### src/rtl/decode_hazard_scoreboard.sv
// RAW hazard scoreboard: in-order ring of pending rd writes; stall/issue are zero-latency comb, state visible next cycle.
// Backpressure: stall holds decode on a source/pending-rd match or when a writing instruction meets a full ring.
module decode_hazard_scoreboard #(
  parameter int REG_ADDR_W   = 5,
  parameter int NUM_SRC      = 2,
  parameter int MAX_INFLIGHT = 4,
  parameter int CNT_W        = $clog2(MAX_INFLIGHT + 1)
) (
  input  logic                          clk,
  input  logic                          rst,
  input  logic                          dec_valid,
  input  logic [REG_ADDR_W:0]           dec_rd_id,
  input  logic [NUM_SRC*REG_ADDR_W-1:0] dec_rs_id,
  input  logic [NUM_SRC-1:0]            dec_rs_used,
  output logic                          stall,
  output logic                          issue,
  input  logic                          wb_valid,
  input  logic                          flush,
  input  logic [CNT_W-1:0]              flush_keep,
  output logic [CNT_W-1:0]              count,
  output logic                          full,
  output logic                          empty,
  output logic [2**REG_ADDR_W-1:0]      busy_vec,
  output logic                          err_underflow
);

  localparam int PTR_W    = (MAX_INFLIGHT > 1) ? $clog2(MAX_INFLIGHT) : 1;
  localparam int NUM_REGS = 2**REG_ADDR_W;

  logic [REG_ADDR_W-1:0] rd_q [MAX_INFLIGHT];
  logic [REG_ADDR_W-1:0] rd_d [MAX_INFLIGHT];
  logic [PTR_W-1:0]      head_q, head_d, tail_q, tail_d;
  logic [CNT_W-1:0]      count_q, count_d;
  logic                  err_q, err_d;

  logic [MAX_INFLIGHT-1:0] ent_vld;
  logic [NUM_REGS-1:0]     busy;
  logic                    hazard, writes, is_full, is_empty, push, pop;
  logic [CNT_W-1:0]        cnt_pop, keep;
  logic [REG_ADDR_W-1:0]   rs;

  // Ring size need not be a power of two, so wrap explicitly.
  function automatic logic [PTR_W-1:0] wrap_add(input logic [PTR_W-1:0] ptr,
                                                input logic [CNT_W-1:0] inc);
    int s;
    s = int'(ptr) + int'(inc);
    if (s >= MAX_INFLIGHT) s = s - MAX_INFLIGHT;
    return PTR_W'(s);
  endfunction

  function automatic logic entry_live(input int idx, input logic [PTR_W-1:0] hd,
                                      input logic [CNT_W-1:0] cnt);
    int off;
    off = idx - int'(hd);
    if (off < 0) off = off + MAX_INFLIGHT;
    return off < int'(cnt);
  endfunction

  always_comb begin
    ent_vld = '0;
    busy    = '0;
    for (int i = 0; i < MAX_INFLIGHT; i++) begin
      ent_vld[i] = entry_live(i, head_q, count_q);
      if (ent_vld[i]) busy[rd_q[i]] = 1'b1;
    end
  end

  // Busy bits come from registered entries only: a same-cycle writeback never unblocks.
  always_comb begin
    hazard = 1'b0;
    rs     = '0;
    for (int s = 0; s < NUM_SRC; s++) begin
      rs = dec_rs_id[s*REG_ADDR_W +: REG_ADDR_W];
      if (dec_rs_used[s] && (rs != '0) && busy[rs]) hazard = 1'b1;
    end
  end

  assign writes   = dec_rd_id[REG_ADDR_W] && (dec_rd_id[REG_ADDR_W-1:0] != '0);
  assign is_full  = (count_q == CNT_W'(MAX_INFLIGHT));
  assign is_empty = (count_q == '0);
  assign stall    = dec_valid && (hazard || (writes && is_full));
  assign issue    = dec_valid && !stall && !flush;
  assign push     = issue && writes;
  assign pop      = wb_valid && !is_empty;

  always_comb begin
    rd_d    = rd_q;
    head_d  = pop ? wrap_add(head_q, CNT_W'(1)) : head_q;
    cnt_pop = count_q - CNT_W'(pop);
    keep    = (flush_keep < cnt_pop) ? flush_keep : cnt_pop;
    tail_d  = tail_q;
    count_d = count_q;
    err_d   = err_q || (wb_valid && is_empty);
    if (flush) begin
      tail_d  = wrap_add(head_d, keep);
      count_d = keep;
    end else begin
      if (push) begin
        rd_d[tail_q] = dec_rd_id[REG_ADDR_W-1:0];
        tail_d       = wrap_add(tail_q, CNT_W'(1));
      end
      count_d = cnt_pop + CNT_W'(push);
    end
  end

  always_ff @(posedge clk) begin
    if (rst) begin
      head_q  <= '0;
      tail_q  <= '0;
      count_q <= '0;
      err_q   <= 1'b0;
      for (int i = 0; i < MAX_INFLIGHT; i++) rd_q[i] <= '0;
    end else begin
      head_q  <= head_d;
      tail_q  <= tail_d;
      count_q <= count_d;
      err_q   <= err_d;
      rd_q    <= rd_d;
    end
  end

  assign count         = count_q;
  assign full          = is_full;
  assign empty         = is_empty;
  assign busy_vec      = busy;
  assign err_underflow = err_q;

endmodule

### config.mk
export PLATFORM = sky130hd
export DESIGN_NAME = decode_hazard_scoreboard
export DESIGN_NICKNAME = d
export VERILOG_FILES = /design/src/rtl/decode_hazard_scoreboard.sv
export SDC_FILE = /design/constraint.sdc
export NUM_CORES = 1
export LEC_CHECK = 0
export ABC_AREA = 1
export BUFFER_PORTS_ARGS = -buffer_cell sky130_fd_sc_hd__buf_4
export CORE_MARGIN = 5
export CORE_UTILIZATION = 60
export CTS_BUF_LIST = sky130_fd_sc_hd__clkbuf_8
export DETAILED_ROUTE_END_ITERATION = 7
export PLACE_DENSITY = 0.84
export SETUP_SLACK_MARGIN = 0.15
export SYNTH_ARGS = -nofsm -noshare
export SYNTH_HDL_FRONTEND = slang
export SYNTH_SLANG_ARGS = --single-unit
### constraint.sdc
create_clock -name clk -period 3.4 [get_ports clk]
set_input_delay 0.34 -clock clk [delete_from_list [all_inputs] [get_ports clk]]
set_output_delay 0.34 -clock clk [all_outputs]
set_load 0.01 [all_outputs]
# After elaboration in Yosys (flattened, before gate mapping)

Index checks and enable logic that the tools add are counted.

Output and inout bits: 40
Input port bits: 26
Flip-flop bits (word level): 28

Mux-type cells: 33
$lt $le $gt $ge: 24
Bitwise logic cells: 5
Add/sub/neg operators: 16
Equal/unequal tests: 1
Reductions and logical operators: 28

Operator list:

| operator            | number |
|---|---|
| $mux 32             | 8 |
| $lt 32x4->1         | 4 |
| $or 32x32->32       | 3 |
| $lt 5x6->1 const B  | 6 |
| $add 3x4->5 const B | 4 |
| $bwmux 20           | 1 |
| $demux 1 s5         | 4 |
| $ge 5x1->1 const B  | 4 |
| $logic_and 1x1->1   | 17 |
| $lt 3x1->1 const B  | 5 |
| $reduce_bool 5->1   | 3 |
| $mux 2              | 6 |
| $bmux 1 s5          | 2 |
| $demux 5 s2         | 1 |
| $ge 3x3->1 const B  | 3 |
| $mux 1              | 8 |
| $add 2x1->3 const B | 2 |
| $mux 3              | 2 |
| $sub 1x2->3 const A | 2 |
| $sub 2x1->2 const B | 3 |
| $sub 2x2->3 const A | 2 |
| $mux 5              | 1 |
| $add 2x3->4         | 1 |
| $ge 4x3->1 const B  | 1 |
| other kinds (11)    | 14 |

# Longest topological paths before layout

Depth in word-level cells: 24
Depth in mapped cells: 28

# Worst setup path after synthesis

OpenSTA, ideal clock, no wires.

Path kind: register -> register
From: register count_q[2] (netlist: count[2])
To: register tail_q[1]
Data arrival time: 3.211 ns
Slack: 0.058 ns
Stages on the path, launching flop included: 19
Cell sequence: dfxtp_1 > buf_6 > nor3_1 > nor2_1 > ha_1 > ha_1 > xnor2_1 > ha_1 > a21oi_1 > nand2_1 > nor2_1 > a21oi_1 > ha_1 > xnor2_1 > or2_2 > nand3_1 > nand2_1 > nand2_1 > a21oi_1

Elaborated cells on any way between the ends: 40
Classes of those cells: add/sub (3); order compare (6); eq/ne (1); mux (14); bitwise (3); reduce/logical (13)

RTL lines:

| what                                             | line | RTL |
|---|---|---|
| start, declared                                  | 33   | `logic [CNT_W-1:0] count_q, count_d;` |
| start signal, assigned                           | 116  | `count_q <= count_d;` |
| $logic_not 3->1 *                                | 80   | `assign is_empty = (count_q == '0);` |
| net empty                                        | 22   | `output logic empty,` |
| $logic_not 1->1 *                                | 84   | `assign pop = wb_valid && !is_empty;` |
| $logic_and 1x1->1 *                              | 84   |  |
| $sub 3x1->3                                      | 89   | `cnt_pop = count_q - CNT_W'(pop);` |
| $lt 3x3->1                                       | 90   | `keep = (flush_keep < cnt_pop) ? flush_keep : cnt_pop;` |
| $mux 3                                           | 90   |  |
| $add 2x3->4 *                                    | 46   | `s = int'(ptr) + int'(inc);` |
| $ge 4x3->1 / $sub 2x1->2 (equally long branches) | 47   | `if (s >= MAX_INFLIGHT) s = s - MAX_INFLIGHT;` |
| $mux 2 *                                         | 47   |  |
| $mux 2 *                                         | 94   | `if (flush) begin` |
| end signal, assigned                             | 115  | `tail_q <= tail_d;` |
| end, declared                                    | 32   | `logic [PTR_W-1:0] head_q, head_d, tail_q, tail_d;` |

Mark *: on every way through the listed nets, which the timed path passes. The rest lies on a longest branch. The select of a mux whose other input is x is not followed.
A chain may end at the register's enable or synchronous reset.

# Worst setup path in the final report

From: register head_q[0]
To: register count_q[1] (netlist: count[1])

Longest elaborated chain between the ends: 24
Elaborated cells on any way between the ends: 43
Classes of those cells: add/sub (9); order compare (8); mux (15); bitwise (3); reduce/logical (8)

RTL lines:

| what                                             | line | RTL |
|---|---|---|
| start, declared                                  | 32   |  |
| start signal, assigned                           | 108  | `head_q <= '0;` |
| start signal, assigned                           | 114  | `head_q <= head_d;` |
| $sub 1x2->3                                      | 54   | `off = idx - int'(hd);` |
| $add 3x4->5 / $lt 3x1->1 (equally long branches) | 55   | `if (off < 0) off = off + MAX_INFLIGHT;` |
| $mux 32                                          | 55   |  |
| $lt 32x4->1                                      | 56   | `return off < int'(cnt);` |
| $mux 32                                          | 64   | `if (ent_vld[i]) busy[rd_q[i]] = 1'b1;` |
| $or 32x32->32 (no line)                          | --   |  |
| $mux 32                                          | 64   |  |
| $or 32x32->32 (no line)                          | --   |  |
| (+7 left out)                                    | --   |  |
| $mux 1 *                                         | 74   | `if (dec_rs_used[s] && (rs != '0) && busy[rs]) hazard = 1'b1;` |
| $logic_or 1x1->1 *                               | 81   | `assign stall = dec_valid && (hazard \|\| (writes && is_full));` |
| $logic_and 1x1->1 *                              | 81   |  |
| $logic_not 1->1 *                                | 82   | `assign issue = dec_valid && !stall && !flush;` |
| $logic_and 1x1->1 * (2 in a row)                 | 82   |  |
| $logic_and 1x1->1 *                              | 83   | `assign push = issue && writes;` |
| $add 3x1->3 *                                    | 102  | `count_d = cnt_pop + CNT_W'(push);` |
| $mux 3 *                                         | 94   |  |

Mark *: on every way between the ends. The rest lies on a longest branch, timed or not. The select of a mux whose other input is x is not followed.

==> summary.md <==
| Metric | Value |
|---|---|
| Core footprint | 6907 µm² |
| Post-route cell area | 5334 µm² |
| Main combinational cell family by area after synthesis | simple AND/OR/NAND/NOR gates |
| Rows | 30 |
| Clk_lat worst skew | 280 ps |
| Placed Cells incl. Taps | 970 |
| Seq pwr share | 16.4% |
| Clk slew on worst S/H paths | 100 ps |
| Hold Path Class | input pin to flip-flop |
| RSZ-0062 raised after global routing | true |
| Worst-Margin Slew | 700.8 ps |
| Die height | 94.72 µm |
| PwrDens | 478.0 nW/µm² |
| RR Endpoint | count[1] |
| Top Layer Used | met4 |
| Mapped cell area | 4307 µm² |
| Reg2reg start | head_q[0] |
| Comb pwr share | 73.3% |
| Internal | 1164 µW |
| Fin crit share | 104.1% |
| Total wire length | 17690 µm |
| Maximum vdd drop | 0.0004044 V |
| Met2 wire length | 7572 µm |
| Final Slew Violations | 0 |
| Area of placed instances | 4867 µm² |
| Relative slew slack | 52.92% |
| Final Hold Fails | 0 |
| Clock power share | 10.3% |
| Top post-synthesis cells by area | nand2_1 (20%), nor2_1 (18%), nand3_1 (13%) |
| Failing checks | design-rule violations, negative setup slack |
| Initial DRT Pass Iterations | 8 |
| Via count | 6038 |
| Critical path launch point | head_q[0] |
| Critical Path End Type | flip-flop |
| Yosys reg bits | 28 |
| Die width | 94.72 µm |
| Finish-stage setup viols | 4 |
| Worst hold path depth | 2 |
| Initial Utilization | 62.36% |
| Minimum clock period | 3539 ps |
| Syn_nets | 860 |
| Post-synth top area cell | nand2_1 |
| F_max | 282.6 MHz |
| Via density per instance | 6.105 |
| Arrival @ worst endpoint | 3720 ps |
| Detail Placement HPWL | 12490 µm |
| Skew final | 5.105 ps |
| Switching share of power | 54.33% |
| Global Route Usage Sum | 35.54% |
| Setup CP Type | flip-flop to flip-flop |
| P_leak | 0.002692 µW |
| Netlist cell types | 35 |
| H-tree depth | 1 |
| Antenna violations before repair | 0 |
| Die area | 8972 µm² |
| Hold slack | 288.8 ps |
| CTS tree | done |
| Clk buf depth | 2 |
| Worst reg-to-reg setup slack | -140 ps |
| Commonest non-fill, non-tap cell in the layout | nand2_1 |
| Share of layout cells above drive strength 1 | 22.40% |
| Grt total ovfl | 0 |
| Multiplexer share of the synthesized area | 0% |
| Final net count | 935 |
| Setup ws final | -138.5 ps |
| Largest net degree at the start of global routing | 26 |
| Synth Area in Compound Gates | 4.213% |
| R2R depth | 25 |
| DRT antenna net count | 0 |
| CTS Root Cell | clkbuf_8 |
| Mapped Cells | 819 |
| Status | finished with violations |
| Residual DRC | 4 |
| Worst-path fanout max | 6 |
| Finished Layout Cells | 989 |
| Switching power | 1385 µW |
| Final setup TNS | -320.4 ps |
| Post-CTS Hold Buffers | 0 |
| Num CTS Buffers | 3 |
| Most frequent cells in the layout | nand2_1 (219), nor2_1 (202), nand3_1 (109) |
| Sequential-to-total area share from yosys stat | 13.02% |
| CP Launch Type | flip-flop |
| Gpl congestion | 1.067 |
| Critical Path RT | 3580 ps |
| Antenna cells | 0 |
| I/O pins | 66 |
| Post-synth top area share | 19.61% |
| First-pass GRT wire length | 25260 µm |
| Max-cap violation count | 0 |
| Syn avg cell area | 5.258 µm² |
| Synth Area in Simple Gates | 65.66% |
| Synthesis warning total | 0 |
| Met3 wire length | 2402 µm |
| Adder-Cell Fraction of Synth Area | 4.358% |
| DRT iter0 DRCs | 1130 |
| Area growth syn-to-layout | 23.85% |
| Clock sinks | 28 |
| Synth Area in XOR/XNOR | 1.017% |
| Worst setup path endpoint | count[1] |
| Average wire per standard cell | 17.89 µm |
| Vias in the first global route | 5149 |
| Input/output buffers | 65 |
| M1 WL | 6075 µm |
| Critical Path Slowest Stage Cell | dfxtp_4 |
| Slowest Stage Delay on Critical Path | 380 ps |
[layout make-up]
cell class,instances,area [µm²]
well taps,96,120.1
clock inverters,1,30.03
multi-input cells,689,3558
clock buffers,3,41.29
inverters,82,312.8
fillers,558,1573
repair buffers,90,704.4
flip-flops and latches,28,566.8
[power by group through the flow]
stage	Clock (µW)	Sequential, µW	Combinational [µW]
after global routing	280	423	1970
after global placement	0	411	1320
after detailed placement	0	415	1350
final	261	419	1870
after CTS	263	412	1460
after floorplan	0	411	1140
[worst min path at each step]
stage | slack, ps | startpoint | end
global placement | 440 | err_underflow | err_underflow
detailed placement | 460 | err_underflow | err_underflow
floorplan | 470 | err_underflow | err_underflow
global route | 290 | rst | head_q[0]
finish | 290 | rst | head_q[0]
CTS | 280 | rst | head_q[0]
[layer usage]
layer | GRT usage (%) | vias up
li1 | - | 2735
met1 | 45.90 | 2585
met2 | 56.43 | 549
met3 | 4.382 | 169
met4 | 21.03 | 0
met5 | 0 | -
[Yosys cell counts (all sizes together)]
master,n
o41ai,1
and2,1
xor2,1
ha,15
clkinv,2
a21oi,16
o21ai,14
nand4,15
clkbuf,6
nand3,124
o211ai,1
xnor2,4
nand2,235
inv,80
or2,3
nor2,237
dfxtp,28
buf,21
nor3,15
[kinds of logic (layout without fill, tap and decap cells)]
| kind of cell | after synthesis | in the layout |
|---|---|---|
| AOI/OAI and AO/OA | 32 | 32 |
| xor gates and xnor gates | 5 | 5 |
| adders and majority gates | 15 | 15 |
| buffers and inverters | 109 | 176 |
| DFF | 28 | 28 |
| and+or+nand+nor | 630 | 637 |
[per-stage QoR]
| stage | power [µW] | util, % | worst slack (ps) |
|---|---|---|---|
| detailed placement | 1769 | 70.47 | -44.93 |
| global route | 2675 | 77.23 | -202.8 |
| global placement | 1732 | 70.47 | 51.93 |
| floorplan | 1546 | - | 213.6 |
| finish | 2550 | 77.23 | -138.5 |
| CTS | 2132 | 72.55 | 108.3 |
[state kept, by name, summed over array words and instances, names as in the netlist]
| signal | cells |
|---|---|
| tail_q | 2 |
| head_q | 2 |
| count | 3 |
| err_underflow | 1 |
| rd_q | 20 |
[critical path, delay by kind of cell, from the launching register on]
family	cells	cell delay [ps]
AO/OA/AOI/OAI	1	70
XOR/XNOR	1	220
adder cells (fa/ha/maj)	3	610
buffers and inverters	4	260
flip-flops	1	380
AND/OR/NAND/NOR	16	1890
[repair_timing]
item                                    CTS  global route
gates resized for setup                   9            55
pin swaps                                 5            30
gates cloned                              3             5
setup buffers                             2             5
endpoints found under the setup margin    6            27
Power figures use the tool's default switching activity.
